==> config.mk <==
export PLATFORM = sky130hd
export DESIGN_NAME = cdc_req_arbiter
export DESIGN_NICKNAME = d
export VERILOG_FILES = /design/src/rtl/cdc_req_arbiter.sv
export SDC_FILE = /design/constraint.sdc
export NUM_CORES = 1
export LEC_CHECK = 0
export ABC_CLOCK_PERIOD_IN_PS = 3500
export CAP_MARGIN = 15
export CORE_MARGIN = 2
export CORE_UTILIZATION = 45
export DETAILED_ROUTE_END_ITERATION = 12
export GPL_TIMING_DRIVEN = 0
export PLACE_DENSITY_LB_ADDON = 0.05
export SYNTH_ARGS = -nofsm -noshare
export SYNTH_HDL_FRONTEND = slang
export SYNTH_SLANG_ARGS = --single-unit
==> constraint.sdc <==
create_clock -name clk_fast -period 3.5 [get_ports clk_fast]
set_input_delay 0.35 -clock clk_fast [delete_from_list [all_inputs] [get_ports clk_fast]]
set_output_delay 0.35 -clock clk_fast [all_outputs]
set_load 0.01 [all_outputs]
==> src/rtl/cdc_req_arbiter.sv <==
// cdc_req_arbiter: synchronises slow-domain four-phase requests and grants a shared fast-domain resource round-robin
module cdc_req_arbiter #(
  parameter int N   = 4,
  parameter int IDW = 2
) (
  input  logic           clk_fast,
  input  logic           rst_n,
  input  logic [N-1:0]   req_slow,
  output logic [N-1:0]   ack_fast,
  output logic           gnt_valid,
  output logic [IDW-1:0] gnt_id,
  input  logic           gnt_ready,
  input  logic           svc_done,
  output logic           busy
);
  localparam int W = $clog2(N);
  typedef enum logic [1:0] {IDLE, GRANT, BUSY} state_t;
  state_t state, state_d;
  logic [N-1:0] s1, s2, s3, pending, pending_d, ack_d, rise, clr;
  logic [W-1:0] rr_ptr, rr_ptr_d, gid, gid_d, sel, idx;
  logic found, gnt_valid_d, busy_d;
  assign rise   = s2 & ~s3 & ~ack_fast;
  assign gnt_id = IDW'(gid);
  // first pending bit at or after rr_ptr, wrapping modulo N
  always_comb begin
    found = 1'b0;
    sel   = '0;
    idx   = '0;
    for (int j = 0; j < N; j++) begin
      idx = W'((int'(rr_ptr) + j) % N);
      if (!found && pending[idx]) begin
        found = 1'b1;
        sel   = idx;
      end
    end
  end
  always_comb begin
    state_d     = state;
    gnt_valid_d = gnt_valid;
    busy_d      = busy;
    gid_d       = gid;
    rr_ptr_d    = rr_ptr;
    clr         = '0;
    unique case (state)
      IDLE: if (found) begin
        state_d     = GRANT;
        gnt_valid_d = 1'b1;
        gid_d       = sel;
      end
      GRANT: if (gnt_ready) begin
        state_d     = BUSY;
        gnt_valid_d = 1'b0;
        busy_d      = 1'b1;
      end
      BUSY: if (svc_done) begin
        state_d  = IDLE;
        busy_d   = 1'b0;
        clr      = N'(1) << gid;
        rr_ptr_d = (gid == W'(N - 1)) ? '0 : gid + 1'b1;
      end
      default: state_d = IDLE;
    endcase
    pending_d = (pending | rise) & ~clr;
    ack_d     = (ack_fast & s2) | clr;
  end
  always_ff @(posedge clk_fast or negedge rst_n) begin
    if (!rst_n) begin
      s1        <= '0;
      s2        <= '0;
      s3        <= '0;
      state     <= IDLE;
      pending   <= '0;
      ack_fast  <= '0;
      gnt_valid <= 1'b0;
      busy      <= 1'b0;
      gid       <= '0;
      rr_ptr    <= '0;
    end else begin
      s1        <= req_slow;
      s2        <= s1;
      s3        <= s2;
      state     <= state_d;
      pending   <= pending_d;
      ack_fast  <= ack_d;
      gnt_valid <= gnt_valid_d;
      busy      <= busy_d;
      gid       <= gid_d;
      rr_ptr    <= rr_ptr_d;
    end
  end
endmodule

==> results of run 1 <==
how the worst max path moves through the flow:
stage / startpoint / to / slack (ns) / depth (start not counted)
after floorplan: pending[0] / gnt_valid / 2.26 / 3
after global placement: rst_n / s1[1] / 1.69 / 1
after detailed placement: svc_done / rr_ptr[1] / 1.95 / 6
after CTS: gnt_id[1] / gnt_id[1] / 1.76 / 1
after global routing: gnt_id[0] / gnt_id[0] / 1.70 / 1
final: gnt_id[1] / gnt_id[1] / 1.78 / 1
per-stage QoR:
stage	setup WS [ns]	hold slack (ns)	instances
floorplan	2.26	0.0544	88
CTS	1.76	0.364	136
detailed placement	1.95	0.339	132
global route	1.70	0.375	136
global placement	1.69	0.334	131
finish	1.78	0.357	136
state kept, by name (all words and copies together) (netlist names):
| register | count |
|---|---|
| s2 | 4 |
| s1 | 4 |
| pending | 4 |
| ack_fast | 4 |
| rr_ptr | 2 |
| state | 2 |
| s3 | 4 |
| gnt_valid | 1 |
| busy | 1 |
| gnt_id | 2 |
power breakdown:
| group | switching, uW | total (uW) | internal, uW |
|---|---|---|---|
| sequential | 74.7 | 469 | 395 |
| clock | 90.3 | 154 | 63.7 |
| combinational | 140 | 291 | 151 |
| total | 305 | 914 | 610 |
routing by layer:
layer | global-route usage [%] | vias up
li1 | - | 342
met1 | 20.7 | 349
met2 | 24.6 | 15
met3 | 3.43 | 4
met4 | 9.40 | 0
met5 | 0 | -
final cells by class:
| cell class | count | area share [%] |
|---|---|---|
| flip-flops and latches | 28 | 53.7 |
| clock buffers | 4 | 2.78 |
| well taps | 28 | 2.68 |
| inverters | 4 | 1.15 |
| repair buffers | 16 | 13.6 |
| multi-input cells | 54 | 24.8 |
| plain buffers | 2 | 1.25 |
synth_stat cells:
cell / count
o31ai_1: 1
or4_4: 1
nand2_2: 1
mux2_2: 1
inv_1: 4
nand3_1: 1
a22o_1: 4
a21boi_0: 1
o221ai_1: 1
o21ai_0: 3
nand2_1: 7
a21oi_1: 13
buf_2: 1
ha_1: 4
a211oi_1: 1
nor2b_1: 1
o21ai_1: 1
buf_6: 1
nor2_1: 10
dfrtp_1: 28
nand2b_1: 3
logic make-up after synthesis:
| group | share of synthesized area (%) |
|---|---|
| adders and majority gates | 4.74 |
| and+or+nand+nor | 10.5 |
| DFF | 66.4 |
| muxes | 1.07 |
| AOI/OAI and AO/OA | 14.3 |
| buffers and inverters | 2.96 |
==> results.md, run 1 <==
- Max-slew violations: 0
- Crit path required time: 3.15 ns
- Pin count of the biggest net entering global routing: 20
- Total power: 914 uW
- WS Path Type: reg2out
- Hold_buf cts: 0
- Worst R2R End: gnt_valid
- Initial antenna violation count: 0
- Grt ovf: 0
- Vias per cell: 5.22
- Drt drc: 0
- Multi-input gate area: 324 um^2
- Worst setup EP type: output pin
- Top Layer Used: met4
- Die area: 0.00275 mm^2
- # IOs: 16
- Detail Route met2 WL: 864 um
- Setup violators final: 0
- Slew @ Worst Pin: 0.539 ns
- Filler cells: 190
- Register area share after synthesis: 66.4%
- Routed WL per cell: 13.1 um
- Core Util, Final: 59.0%
- CTS tree: built
- Top-area cell type share of the netlist area: 66.4%
- Arr. time, crit path: 1.37 ns
- Crit start category: flip-flop
- Largest cells by area after synthesis: dfrtp_1, a21oi_1, ha_1
- R2R depth: 3
- CP Buf/Inv Count: 1
- P&R area growth vs syn: 23.6%
- CP top delay family: buffers and inverters
- Routability cong.: 0.710
- Total iterations of the first detailed-routing run: 4
- First-pass GRT wire length: 3110 um
- M1 WL: 819 um
- Worst path slowest cell: clkdlybuf4s50_1
- Commonest non-fill, non-tap cells in the layout: dfrtp_1, clkdlybuf4s50_1, a21oi_1, nor2_1, nand2_1
- Seq. cell area: 701 um^2
- Final hold viol count: 0
- Synth Instances: 88
- Max Root-Sink Buffers: 2
- Clock skew: 0.00468 ns
- Synthesis warning total: 0
- RR Startpoint: pending[0]
- Routed Antenna Nets: 0
- ANT cells: 0
- Worst-Skew Late Latency: 0.32 ns
- Most common cell after layout, fill and taps aside: dfrtp_1
- FF-to-FF setup slack: 2.20 ns
- Cell variety after synth: 21
- Outcome: complete, no violations
- Crit-path max FO: 5
- Clock-pin slew on the worst setup and hold paths: 0.14 ns
- Delay of the slowest critical-path stage: 0.58 ns
- Row cnt: 17
- Clock sink count: 28
- Number of port buffers: 15
- Setup_tns: 0 ns
- CTS Root Cell: clkbuf_4
- Initial core utilization: 47.7%
- Largest area contributor in the netlist: dfrtp_1
- Layout cell share with drive strength beyond 1: 9.26%
- Max cap viols: 0
- Mapped Nets: 100
- Layout Nets: 121
- Post-layout min period: 1.72 ns
- CTS Buf Count: 3
- Post-CTS sizing: 0
- Synthesized area: 0.00106 mm^2
- Fmax: 580 MHz
- Core box area: 0.00221 mm^2
- Drt total wl: 1780 um
- Total global-route track usage: 16.0%
- Met3 WL post-DR: 70 um
- PD cells: 701 mW/mm^2
- Static Leak: 0.000571 uW
- Fin crit share: 49.2%
- Die Width: 52.4 um
- Worst vdd ir: 0.000399 V
- Slew HR: 63.9%
- Starting DRT DRC Count: 7
- Synth Register Bits: 28
- Worst path cell trace: clkdlybuf4s50_1
- H-tree Lvls: 1
- RSZ-0062 raised after global routing: false
- Die Y: 52.4 um
- Setup bufs post-CTS: 0
- Finished Cell Area: 0.00131 mm^2
- Placed standard-cell area: 0.00127 mm^2
- Hpwl dp: 1300 um
- Via count: 710
- Vias in the first global route: 685
- Syn Area/Cell: 12.0 um^2
- Worst min path class: in2async
(Power assumes the default switching activity.)
==> run 2: changes to the inputs <==
Settings changed: ABC_CLOCK_PERIOD_IN_PS 3500 to 1400.
Clock period 3.5 ns to 1.4 ns, I/O delays scaled along.
==> run 2 against run 1 <==
Against the previous run:
- setup slack worse by 1.7 ns
- largest power group unchanged
- die area stayed put
- highest routed layer unchanged
- sequential power is 140% higher
- critical path type is now reg2reg
==> results.md, run 2 (same netlist as run 1, synthesis figures left out) <==
- Outcome: complete, no violations
- Hold_ws: 0.143 ns (-0.213 ns)
- Delay of the slowest critical-path stage: 0.56 ns (-0.02 ns)
- R2R depth: 3 (unchanged)
- Initial core utilization: 47.7% (unchanged)
- Fin crit share: 92.8%
- Via count: 740 (+4.2%)
- Sequential share of power: 48.7% (-2.6 points)
- Worst setup EP type: flip-flop
- Commonest non-fill, non-tap cells in the layout: dfrtp_1, a21oi_1, nor2_1
- Die Width: 52.4 um (unchanged)
- FF-to-FF setup slack: 0.10 ns (-2.10 ns)
- CP Buf/Inv Count: 0 (-1)
- Comb pwr share: 34.8% (+3.0 points)
- Switching power: 788 uW (+160%)
- WS Path Type: reg2reg
- Core box area: 0.00221 mm^2 (unchanged)
- H-tree Lvls: 1 (unchanged)
- Clock-pin slew on the worst setup and hold paths: 0.14 ns (about the same)
- Worst vdd ir: 0.00107 V (+170%)
- Detail Route met2 WL: 912 um (+5.6%)
- Switch share: 33.6% (+0.26 points)
- Total global-route track usage: 16.8% (+0.86 points)
- Clock skew: 0.00456 ns (-0.000123 ns)
- Pin count of the biggest net entering global routing: 20 (unchanged)
- Crit start category: flip-flop
- Top Layer Used: met4
- Fin cells: 143 (+5.1%)
- CP most frequent cell: a21oi_1
- Worst R2R End: gnt_valid
- Max-slew violations: 0 (unchanged)
- Drt total wl: 1880 um (+5.8%)
- Static Leak: 0.000651 uW (+14%)
- P&R area growth vs syn: 28.6%
- Total power: 2350 uW (+160%)
- Worst path cell trace: or4_4, a21oi_1, a21oi_1
- M1 WL: 858 um (+4.8%)
- # IOs: 16 (unchanged)
- Setup violators final: 0 (unchanged)
- Drt drc: 0 (unchanged)
- Fmax: 770 MHz
- Routed WL per cell: 13.2 um (+0.61%)
- Hold_buf cts: 0 (unchanged)
- RSZ-0062 raised after global routing: false
- Slew HR: 63.8% (-0.11 points)
- Initial antenna violation count: 0 (unchanged)
- Layout cell share with drive strength beyond 1: 16.5% (+7.3 points)
- Vias in the first global route: 732 (+6.9%)
- Vias per cell: 5.17 (-0.88%)
- CP top delay family: simple AND/OR/NAND/NOR gates
- Row cnt: 17 (unchanged)
- Worst-Skew Late Latency: 0.33 ns (about the same)
- CTS Root Cell: clkbuf_4
- Crit path required time: 1.63 ns (-1.52 ns)
- Post-layout min period: 1.30 ns
- Starting DRT DRC Count: 4 (-3)
- Met3 WL post-DR: 72 um (+2.9%)
- Worst path slowest cell: or4_4
- Die Y: 52.4 um (unchanged)
- Slew @ Worst Pin: 0.541 ns (+0.00165 ns)
- PD cells: 1730 mW/mm^2 (+150%)
- P_int: 1560 uW (+160%)
- RR Startpoint: pending[0]
- Final hold viol count: 0 (unchanged)
- Placed Cells incl. Taps: 132 (unchanged)
- Crit-path max FO: 4 (-1)
- Most common cell after layout, fill and taps aside: dfrtp_1
- CTS Buf Count: 3 (unchanged)
- CTS tree: built
- Filler cells: 192 (+1.1%)
- Number of port buffers: 15 (unchanged)
- Max Root-Sink Buffers: 2 (unchanged)
- Arr. time, crit path: 1.53 ns (+0.16 ns)
- Placed standard-cell area: 0.00127 mm^2 (unchanged)
- Grt ovf: 0 (unchanged)
- First-pass GRT wire length: 3280 um (+5.8%)
- Clock power share: 16.5% (-0.3 points)
- Routed Antenna Nets: 0 (unchanged)
- Clock sink count: 28 (unchanged)
- Finished Cell Area: 0.00136 mm^2 (+4.0%)
- Die area: 0.00275 mm^2 (unchanged)
- Total iterations of the first detailed-routing run: 4 (unchanged)
- ANT cells: 0 (unchanged)
- Layout Nets: 128 (+5.8%)
- Hpwl dp: 1300 um (unchanged)
- Routability cong.: 0.710 (unchanged)
- Max cap viols: 0 (unchanged)
- Worst min path class: in2async
==> run 2: cell types whose count changed in the layout (fill, tap and decap cells not counted), sizes merged <==
cell / delta
buf: +7
clkdlybuf4s50: -8
dlygate4sd2: +6
dlymetal6s2s: +2
==> run 2: metal layers <==
layer	GRT usage (%)	vias to the layer above
met5	0	-
met4	9.40	0
met3	3.43	5
met2	26.7	14
met1	21.4	365
li1	-	356
==> run 2: what timing repair did <==
action / in CTS / in global routing
setup endpoints to repair: 8 / 2
setup buffers: 6 / 1
resized for setup: 8 / 2
==> run 2: layout make-up <==
class | instances | area [um^2] | share of cell area [%]
Buffer | 2 | 16.3 | 1.20
Clock buffer | 4 | 36.3 | 2.67
Inverter | 4 | 15.0 | 1.11
Multi-Input combinational cell | 54 | 324 | 23.9
Sequential cell | 28 | 703 | 51.8
Tap cell | 28 | 35.0 | 2.58
Timing Repair Buffer | 23 | 228 | 16.8
==> run 2: worst max-delay path by stage <==
stage,from,to,slack [ns],cells after the start
after floorplan,pending[0],gnt_valid,0.16,3
after global placement,rst_n,s1[1],-0.20,1
after detailed placement,svc_done,rr_ptr[1],0.06,6
after CTS,ack_fast[0],ack_fast[0],0.02,1
after global routing,pending[0],gnt_valid,0.01,3
final,pending[0],gnt_valid,0.10,3
==> run 2: power groups by stage <==
stage,Clock [uW],Combinational [uW],Sequential [uW]
3_3_place_gp,0,710,1180
6_report,388,816,1140
5_1_grt,439,932,1160
2_1_floorplan,0,426,1170
3_5_place_dp,0,730,1190
4_1_cts,403,818,1140
==> run 2: metrics by stage <==
| step | setup WS, ns | setup TNS [ns] | util (%) |
|---|---|---|---|
| final | 0.101 | 0 | 61.4 |
| after global routing | 0.0138 | 0 | 61.4 |
| after CTS | 0.0223 | 0 | 60.8 |
| after detailed placement | 0.0613 | 0 | 57.4 |
| after global placement | -0.197 | -5.50 | 56.1 |
| after floorplan | 0.165 | 0 | - |
==> run 3: changes to the inputs <==
Settings changed: CTS_CLUSTER_DIAMETER set to 150.
==> results of run 3 <==
Final layout, timing and power as in run 2 (identical DEF).
